==> src/rtl/pc_ins_sel_pkg.sv <==
// Shared definitions for the instruction sequencer: FSM state encoding and
// default geometry of the instruction bus.
package pc_ins_sel_pkg;

   localparam int DEF_WIDTH = 9;
   localparam int DEF_DEPTH = 16;

   typedef enum logic [1:0] {
      ST_IDLE   = 2'd0,
      ST_RUN    = 2'd1,
      ST_HALTED = 2'd2
   } state_t;

endpackage

==> src/rtl/pc_ins_sel_mux_n_1.sv <==
// Combinational WIDTH-bit DEPTH:1 word selector on a binary select.
// A select value that names no word yields all zeros.
module mux_n_1 #(
   parameter int WIDTH = 9,
   parameter int DEPTH = 16,
   parameter int SW    = $clog2(DEPTH)
) (
   input  logic [DEPTH*WIDTH-1:0] din,
   input  logic [SW-1:0]          sel,
   output logic [WIDTH-1:0]       dout
);

   localparam logic [SW:0] DEPTH_EXT = (SW+1)'(DEPTH);

   logic [WIDTH-1:0] words [DEPTH];

   generate
      for (genvar gi = 0; gi < DEPTH; gi++) begin : g_split
         assign words[gi] = din[gi*WIDTH +: WIDTH];
      end
   endgenerate

   // Pick the addressed word, zero when the select is past the last word.
   always_comb begin
      dout = '0;
      if ({1'b0, sel} < DEPTH_EXT) begin
         dout = words[sel];
      end
   end

endmodule

==> src/rtl/pc_ins_sel.sv <==
// Program-counter driven instruction selector. In RUN the word addressed by
// pc is registered into ins every cycle while pc advances (halt > jump >
// increment). IDLE and HALTED hold ins/ins_pc/pc and ignore jumps.
module pc_ins_sel
   import pc_ins_sel_pkg::*;
#(
   parameter int WIDTH = DEF_WIDTH,
   parameter int DEPTH = DEF_DEPTH,
   parameter int AW    = $clog2(DEPTH)
) (
   input  logic                   clk,
   input  logic                   reset,
   input  logic [DEPTH*WIDTH-1:0] ins_bus,
   input  logic                   start,
   input  logic                   halt,
   input  logic                   jump,
   input  logic [AW-1:0]          jump_addr,
   output logic [AW-1:0]          pc,
   output logic [WIDTH-1:0]       ins,
   output logic [AW-1:0]          ins_pc,
   output logic                   ins_valid,
   output logic                   running,
   output logic                   wrap,
   output logic                   err
);

   localparam logic [AW:0]   DEPTH_EXT = (AW+1)'(DEPTH);
   localparam logic [AW-1:0] LAST_PC   = AW'(DEPTH-1);

   state_t           state_reg, state_next;
   logic [AW-1:0]    pc_reg, pc_next;
   logic [WIDTH-1:0] ins_reg, ins_next;
   logic [AW-1:0]    ins_pc_reg, ins_pc_next;
   logic             valid_reg, valid_next;
   logic             wrap_reg, wrap_next;
   logic             err_reg, err_next;
   logic [WIDTH-1:0] sel_word;

   mux_n_1 #(
      .WIDTH (WIDTH),
      .DEPTH (DEPTH),
      .SW    (AW)
   ) u_mux (
      .din  (ins_bus),
      .sel  (pc_reg),
      .dout (sel_word)
   );

   // Next-state and datapath decisions; pulses default low, data holds.
   always_comb begin
      state_next  = state_reg;
      pc_next     = pc_reg;
      ins_next    = ins_reg;
      ins_pc_next = ins_pc_reg;
      valid_next  = 1'b0;
      wrap_next   = 1'b0;
      err_next    = 1'b0;
      case (state_reg)
         ST_IDLE, ST_HALTED: begin
            // start only wins when halt is not asserted alongside it
            if (start && !halt) begin
               state_next = ST_RUN;
            end
         end
         ST_RUN: begin
            if (halt) begin
               state_next = ST_HALTED;
            end else begin
               ins_next    = sel_word;
               ins_pc_next = pc_reg;
               valid_next  = 1'b1;
               if (jump) begin
                  if ({1'b0, jump_addr} < DEPTH_EXT) begin
                     pc_next = jump_addr;
                  end else begin
                     pc_next  = '0;
                     err_next = 1'b1;
                  end
               end else if (pc_reg == LAST_PC) begin
                  pc_next   = '0;
                  wrap_next = 1'b1;
               end else begin
                  pc_next = pc_reg + 1'b1;
               end
            end
         end
         default: begin
            state_next = ST_IDLE;
         end
      endcase
   end

   // State and output registers with synchronous reset.
   always_ff @(posedge clk) begin
      if (reset) begin
         state_reg  <= ST_IDLE;
         pc_reg     <= '0;
         ins_reg    <= '0;
         ins_pc_reg <= '0;
         valid_reg  <= 1'b0;
         wrap_reg   <= 1'b0;
         err_reg    <= 1'b0;
      end else begin
         state_reg  <= state_next;
         pc_reg     <= pc_next;
         ins_reg    <= ins_next;
         ins_pc_reg <= ins_pc_next;
         valid_reg  <= valid_next;
         wrap_reg   <= wrap_next;
         err_reg    <= err_next;
      end
   end

   assign pc        = pc_reg;
   assign ins       = ins_reg;
   assign ins_pc    = ins_pc_reg;
   assign ins_valid = valid_reg;
   assign wrap      = wrap_reg;
   assign err       = err_reg;
   assign running   = (state_reg == ST_RUN);

endmodule

==> config.mk <==
export PLATFORM = sky130hd
export DESIGN_NAME = pc_ins_sel
export DESIGN_NICKNAME = d
export VERILOG_FILES = /design/src/rtl/pc_ins_sel_pkg.sv /design/src/rtl/pc_ins_sel_mux_n_1.sv /design/src/rtl/pc_ins_sel.sv
export SDC_FILE = /design/constraint.sdc
export NUM_CORES = 1
export LEC_CHECK = 0
export ABC_AREA = 0
export CAP_MARGIN = 10
export CORE_MARGIN = 1
export CORE_UTILIZATION = 30
export DETAILED_ROUTE_END_ITERATION = 6
export PLACE_DENSITY = 0.77
export SLEW_MARGIN = 20
export SYNTH_ARGS = -nofsm -noshare
export SYNTH_HDL_FRONTEND = slang
export SYNTH_HIERARCHICAL = 1
export SYNTH_SLANG_ARGS = --single-unit
==> constraint.sdc <==
create_clock -name clk -period 1.9 [get_ports clk]
set_input_delay 0.19 -clock clk [delete_from_list [all_inputs] [get_ports clk]]
set_output_delay 0.19 -clock clk [all_outputs]
set_load 0.02 [all_outputs]
# Word level (Yosys, flattened, before mapping)
# Cells that the tools add are included.
op_classes:
  mux: 10
  order_cmp: 1
  eq_ne: 5
  add_sub_neg: 1
  reduce_logical: 8
  bitwise_logic: 3
op_table:
  columns: ["op", "count"]
  rows:
  - ["9-bit binary-select mux with 4-bit select", 1]
  - ["9-bit two-way mux", 2]
  - ["4-bit two-way mux", 2]
  - ["5-bit >= comparator, second input constant", 1]
  - ["4-bit NOT with 5-bit output", 1]
  - ["4-bit by 1-bit adder with 4-bit output, second input constant", 1]
  - ["4-bit == test, second input constant", 1]
  - ["2-bit two-way mux", 2]
  - ["2-bit != test, second input constant", 2]
  - ["2-bit one-hot mux with 2 select lines", 1]
  - ["2-bit AND reduction", 2]
  - ["2-bit OR reduction", 2]
  - ["4-bit OR reduction", 1]
  - ["2-bit by 1-bit == test with 1-bit output, second input constant", 1]
  - ["2-bit == test, second input constant", 1]
  - ["2-bit zero test", 1]
  - ["1-bit two-way mux", 2]
  - ["1-bit NOT", 2]
  - ["1-bit logical AND", 1]
  - ["1-bit zero test", 1]
totals:
  output_inout_bits: 21
  wordCells: 34
  input_bits: 153
  regBits: 21

# Logic depth before layout (Yosys ltp)
logic_depth:
  ltp_word: 4
  ltp_mapped: 7
  mapped_depth_nobuf: 5

# Cells and area by module
# The synthesis kept the hierarchy.
modules_own_cells:
  columns: ["mod", "seq_area_each_um2", "n_inst", "cells_each", "area_per_inst_um2"]
  rows:
  - ["mux_n_1", 0.0, 1, 78, 1166.1]
  - ["pc_ins_sel", 420.4, 1, 101, 890.9]

# Least setup slack after synthesis
# OpenSTA, ideal clock, no wires.
synth_path:
  kind: "reg2reg"
  startpoint: "register pc_reg[0] (netlist: pc[0])"
  endpoint: "register ins_reg[3] (netlist: ins[3])"
  path_buffers: 2
  required_ps: 1763
  arrival_ps: 1760
  setup_time_ps: 137
  stages_incl_launch_ff: 8
  path_slack_ps: 3
  synth_period_minus_slack_ps: 1897
  path_cell_list: "dfxtp_1 buf_6 buf_4 mux4_2 a22oi_1 nand2_1 nand2_1 a21oi_1"
synth_between:
  elab_chain_len: 4
synth_lines:
  columns: ["item", "line", "text"]
  rows:
  - ["start, declared", "pc_ins_sel.sv:31", "logic [AW-1:0] pc_reg, pc_next;"]
  - ["start signal, assigned", "pc_ins_sel.sv:105", "pc_reg <= pc_next;"]
  - ["4-bit NOT with 5-bit output (not written as such)", "pc_ins_sel_mux_n_1.sv:27", "dout = words[sel];"]
  - ["9-bit binary-select mux with 4-bit select", "pc_ins_sel_mux_n_1.sv:27", null]
  - ["9-bit two-way mux (not written as such) (2 in a row)", "pc_ins_sel_mux_n_1.sv:27", null]
  - ["via sel_word[3]", "pc_ins_sel.sv:37", "logic [WIDTH-1:0] sel_word;"]
  - ["end signal, assigned", "pc_ins_sel.sv:106", "ins_reg <= ins_next;"]
  - ["end, declared", "pc_ins_sel.sv:32", "logic [WIDTH-1:0] ins_reg, ins_next;"]
# The timed path passes the listed nets, and every way through them passes these cells. The select of a mux whose other input is x is not followed.
# A chain may end at the register's enable or synchronous reset.

# Worst setup path after layout
layout_path:
  startpoint: "register pc_reg[0] (netlist: pc[0])"
  endpoint: "register ins_reg[8] (netlist: ins[8])"
# Same word-level chain as after synthesis.

==> results.yml <==
timing:
  rsz0062_at_grt: "false"
  finalCritPeriodShare_pct: 93.42
  max_freq_ghz: 0.5634
  setup_viol: 0
  tightestPinTransition_ns: 0.7279
  hold_violations: 0
  clock_skew_ns: 0.003938
  setup_tns_ns: 0
  max-slew-margin-rel_pct: 51.29
  slew_violations: 0
  fin_crit_ns: 1.775
finish:
  largest_reg_flops: 9
  design_area_um2: 3889
  area_growth_pct: 89.05
  final_core_util_pct: 59.87
  drive_gt1_share_pct: 13.47
  nFillCells: 558
  antennaDiodeCount: 0
  fin_nets: 504
  final_cells: 426
yosys:
  syn_avg_cell_area_um2: 11.49
  synth_seq_area_share_pct: 20.44
  synth_cells: 179
  ys_types: 39
  synth-edff-count: 0
  ys.flop_type: "dfxtp_1"
  synthArstFlopShare_pct: 0
  synth-seq-cells: 21
  netlist_area_um2: 2057
  synth_warnings: 6
  syn_nets: 333
route:
  drc: 3
  num_vias: 2249
  firstDrtPassIters: 6
  drt_iter0_drc: 80
  wl_um: 7719
  wl_per_cell_um: 18.12
  postRouteAntennaNets: 0
  viasPerCell: 5.279
floorplan:
  die_h_um: 84.81
  initial_core_util_pct: 31.67
  row_count: 29
  dieArea_um2: 7192
  io_pins: 174
  core_um2: 6495
  die_x_um: 84.81
worst_setup_path:
  cpPeakStageDelay_ns: 0.58
  crit_path_end_kind: "register"
  critPathLaunch: "pc[0]$_SDFFE_PP0P_"
  critPathLaunchType: "register"
  crit_chain: "buf_4 > mux4_1 > a22oi_2 > nand2_1 > nand2_1 > a21oi_1"
  r2r_start: "pc[0]$_SDFFE_PP0P_"
  cp.required_ns: 2.05
  cp_slowest_cell: "mux4_1"
  crit_path_max_fanout: 9
  critPathKind: "reg2reg"
  path_common_cell: "nand2_1"
  arrival_ns: 1.92
global_route:
  antenna_found_initial: 0
  grt-ovfl-total: 0
  grt_pass1_wl_um: 12360
  grt_start_max_net_pins: 25
  grt_pass1_vias: 2458
  grt_use_total_pct: 22.63
clock_network:
  cts.path.max_buffers: 2
  cts_sinks: 21
  clk_latency_ns: 0.26
  clk_pin_slew_ns: 0.08
  cts_root_buf: "clkbuf_8"
  cts_tree: "done"
  h-tree-depth: 1
  hold_buffers: 0
  cts_buffers: 3
placement:
  dpl.cell_count: 422
  placed_area_um2: 3836
  gp_congestion: 0.9845
  io_buffers: 172
  dp_hpwl_um: 6668
run_status:
  status: "finished with violations"
  failed_checks: "DRC"
hold_path:
  hp-start: "ins[2]$_SDFFE_PP0P_"
  hold_class: "reg2reg"
flow_run:
  maxCapViolations: 0
power_and_ir_drop:
  p_per_area_nw_per_um2: 346.0
  power.total_mw: 1.345
  leakagePower_nw: 1.358
  ir_drop_mv: 0.2368
==> layout by cell type (no fill, tap or decap), drive strengths merged <==
cell type      count
a211oi             2
a21o               1
a21oi             16
a221oi             1
a22oi             19
a2bb2oi            1
and2               1
and2b              1
buf               11
clkbuf             4
clkdlybuf4s50    172
conb               1
dfxtp             21
ha                 1
inv                2
mux2i              1
mux4              36
nand2             37
nand3              2
nand3b             1
nor2               8
nor2b              3
nor3               2
nor3b              2
nor4               1
o21ai              1
o41ai              1
==> what timing repair did <==
item / 4_1_cts / 5_1_grt
gates resized for setup: 0 / 2
setup buffers: 0 / 0
setup endpoints to repair: 0 / 4
hold endpoints to repair: 0 / 0
==> cell families after synthesis <==
group | after synthesis | share of synthesized area [%]
compound gates | 42 | 14.36
mux | 37 | 42.64
buf+inv | 19 | 7.603
flops | 21 | 20.44
other cells | 1 | 0.1823
fa+ha+maj | 1 | 0.6082
simple gates | 58 | 14.17
==> metrics by stage <==
step | hold slack, ns | setup slack, ns
floorplan | 0.2668 | 0.003184
global placement | 0.4429 | 0.04871
detailed placement | 0.4486 | 0.04086
CTS | 0.4589 | 0.02211
global route | 0.4719 | 0.003429
finish | 0.4575 | 0.1251
==> worst paths after layout <==
check / endpoint / slack, ns / cells past startpoint
max reg2reg: ins[8]$_SDFFE_PP0P_ / 0.13 / 6
min: ins[2]$_SDFFE_PP0P_ / 0.46 / 2
min reg2reg: ins[2]$_SDFFE_PP0P_ / 0.46 / 2
max: ins[8]$_SDFFE_PP0P_ / 0.13 / 6
==> report_power, final <==
part           switching [mW]  internal (mW)  leakage [nW]
logic                   0.162          0.426          1.16
clock network           0.147          0.150        0.0228
registers              0.0112          0.450         0.171
==> layer usage <==
metal | global-route usage [%] | part of all wire, % | wire length, µm
met1 | 25.51 | 37 | 2884
met2 | 41.91 | 53 | 4101
met3 | 5.506 | 7.2 | 552
met4 | 7.088 | 2.3 | 180
met5 | 0 | 0 | 0
==> critical path, delay by kind of cell (launching register included) <==
family / cells / cell delay, ns
buffers and inverters: 1 / 0.22
muxes: 1 / 0.58
DFF: 1 / 0.38
and+or+nand+nor: 2 / 0.14
AOI/OAI and AO/OA: 2 / 0.33
==> cell usage after synthesis, types with 3 or more instances <==
cell type	count	share of area (%)
nand2_1	36	6.6
dfxtp_1	21	20
mux4_2	21	23
a22oi_1	19	6.9
mux4_1	15	19
a21oi_1	13	3.2
nor2_1	8	1.5
buf_6	5	2.7
a21oi_2	3	1.3
==> area by class of cell <==
class / instances / area [µm²] / area share [%]
repair buffers: 183 / 1829 / 47.04
clock buffers: 4 / 45.04 / 1.158
multi-input cells: 139 / 1488 / 38.26
well taps: 77 / 96.34 / 2.477
inverters: 2 / 7.507 / 0.1931
flip-flops and latches: 21 / 422.9 / 10.88
(Power assumes the default switching activity.)
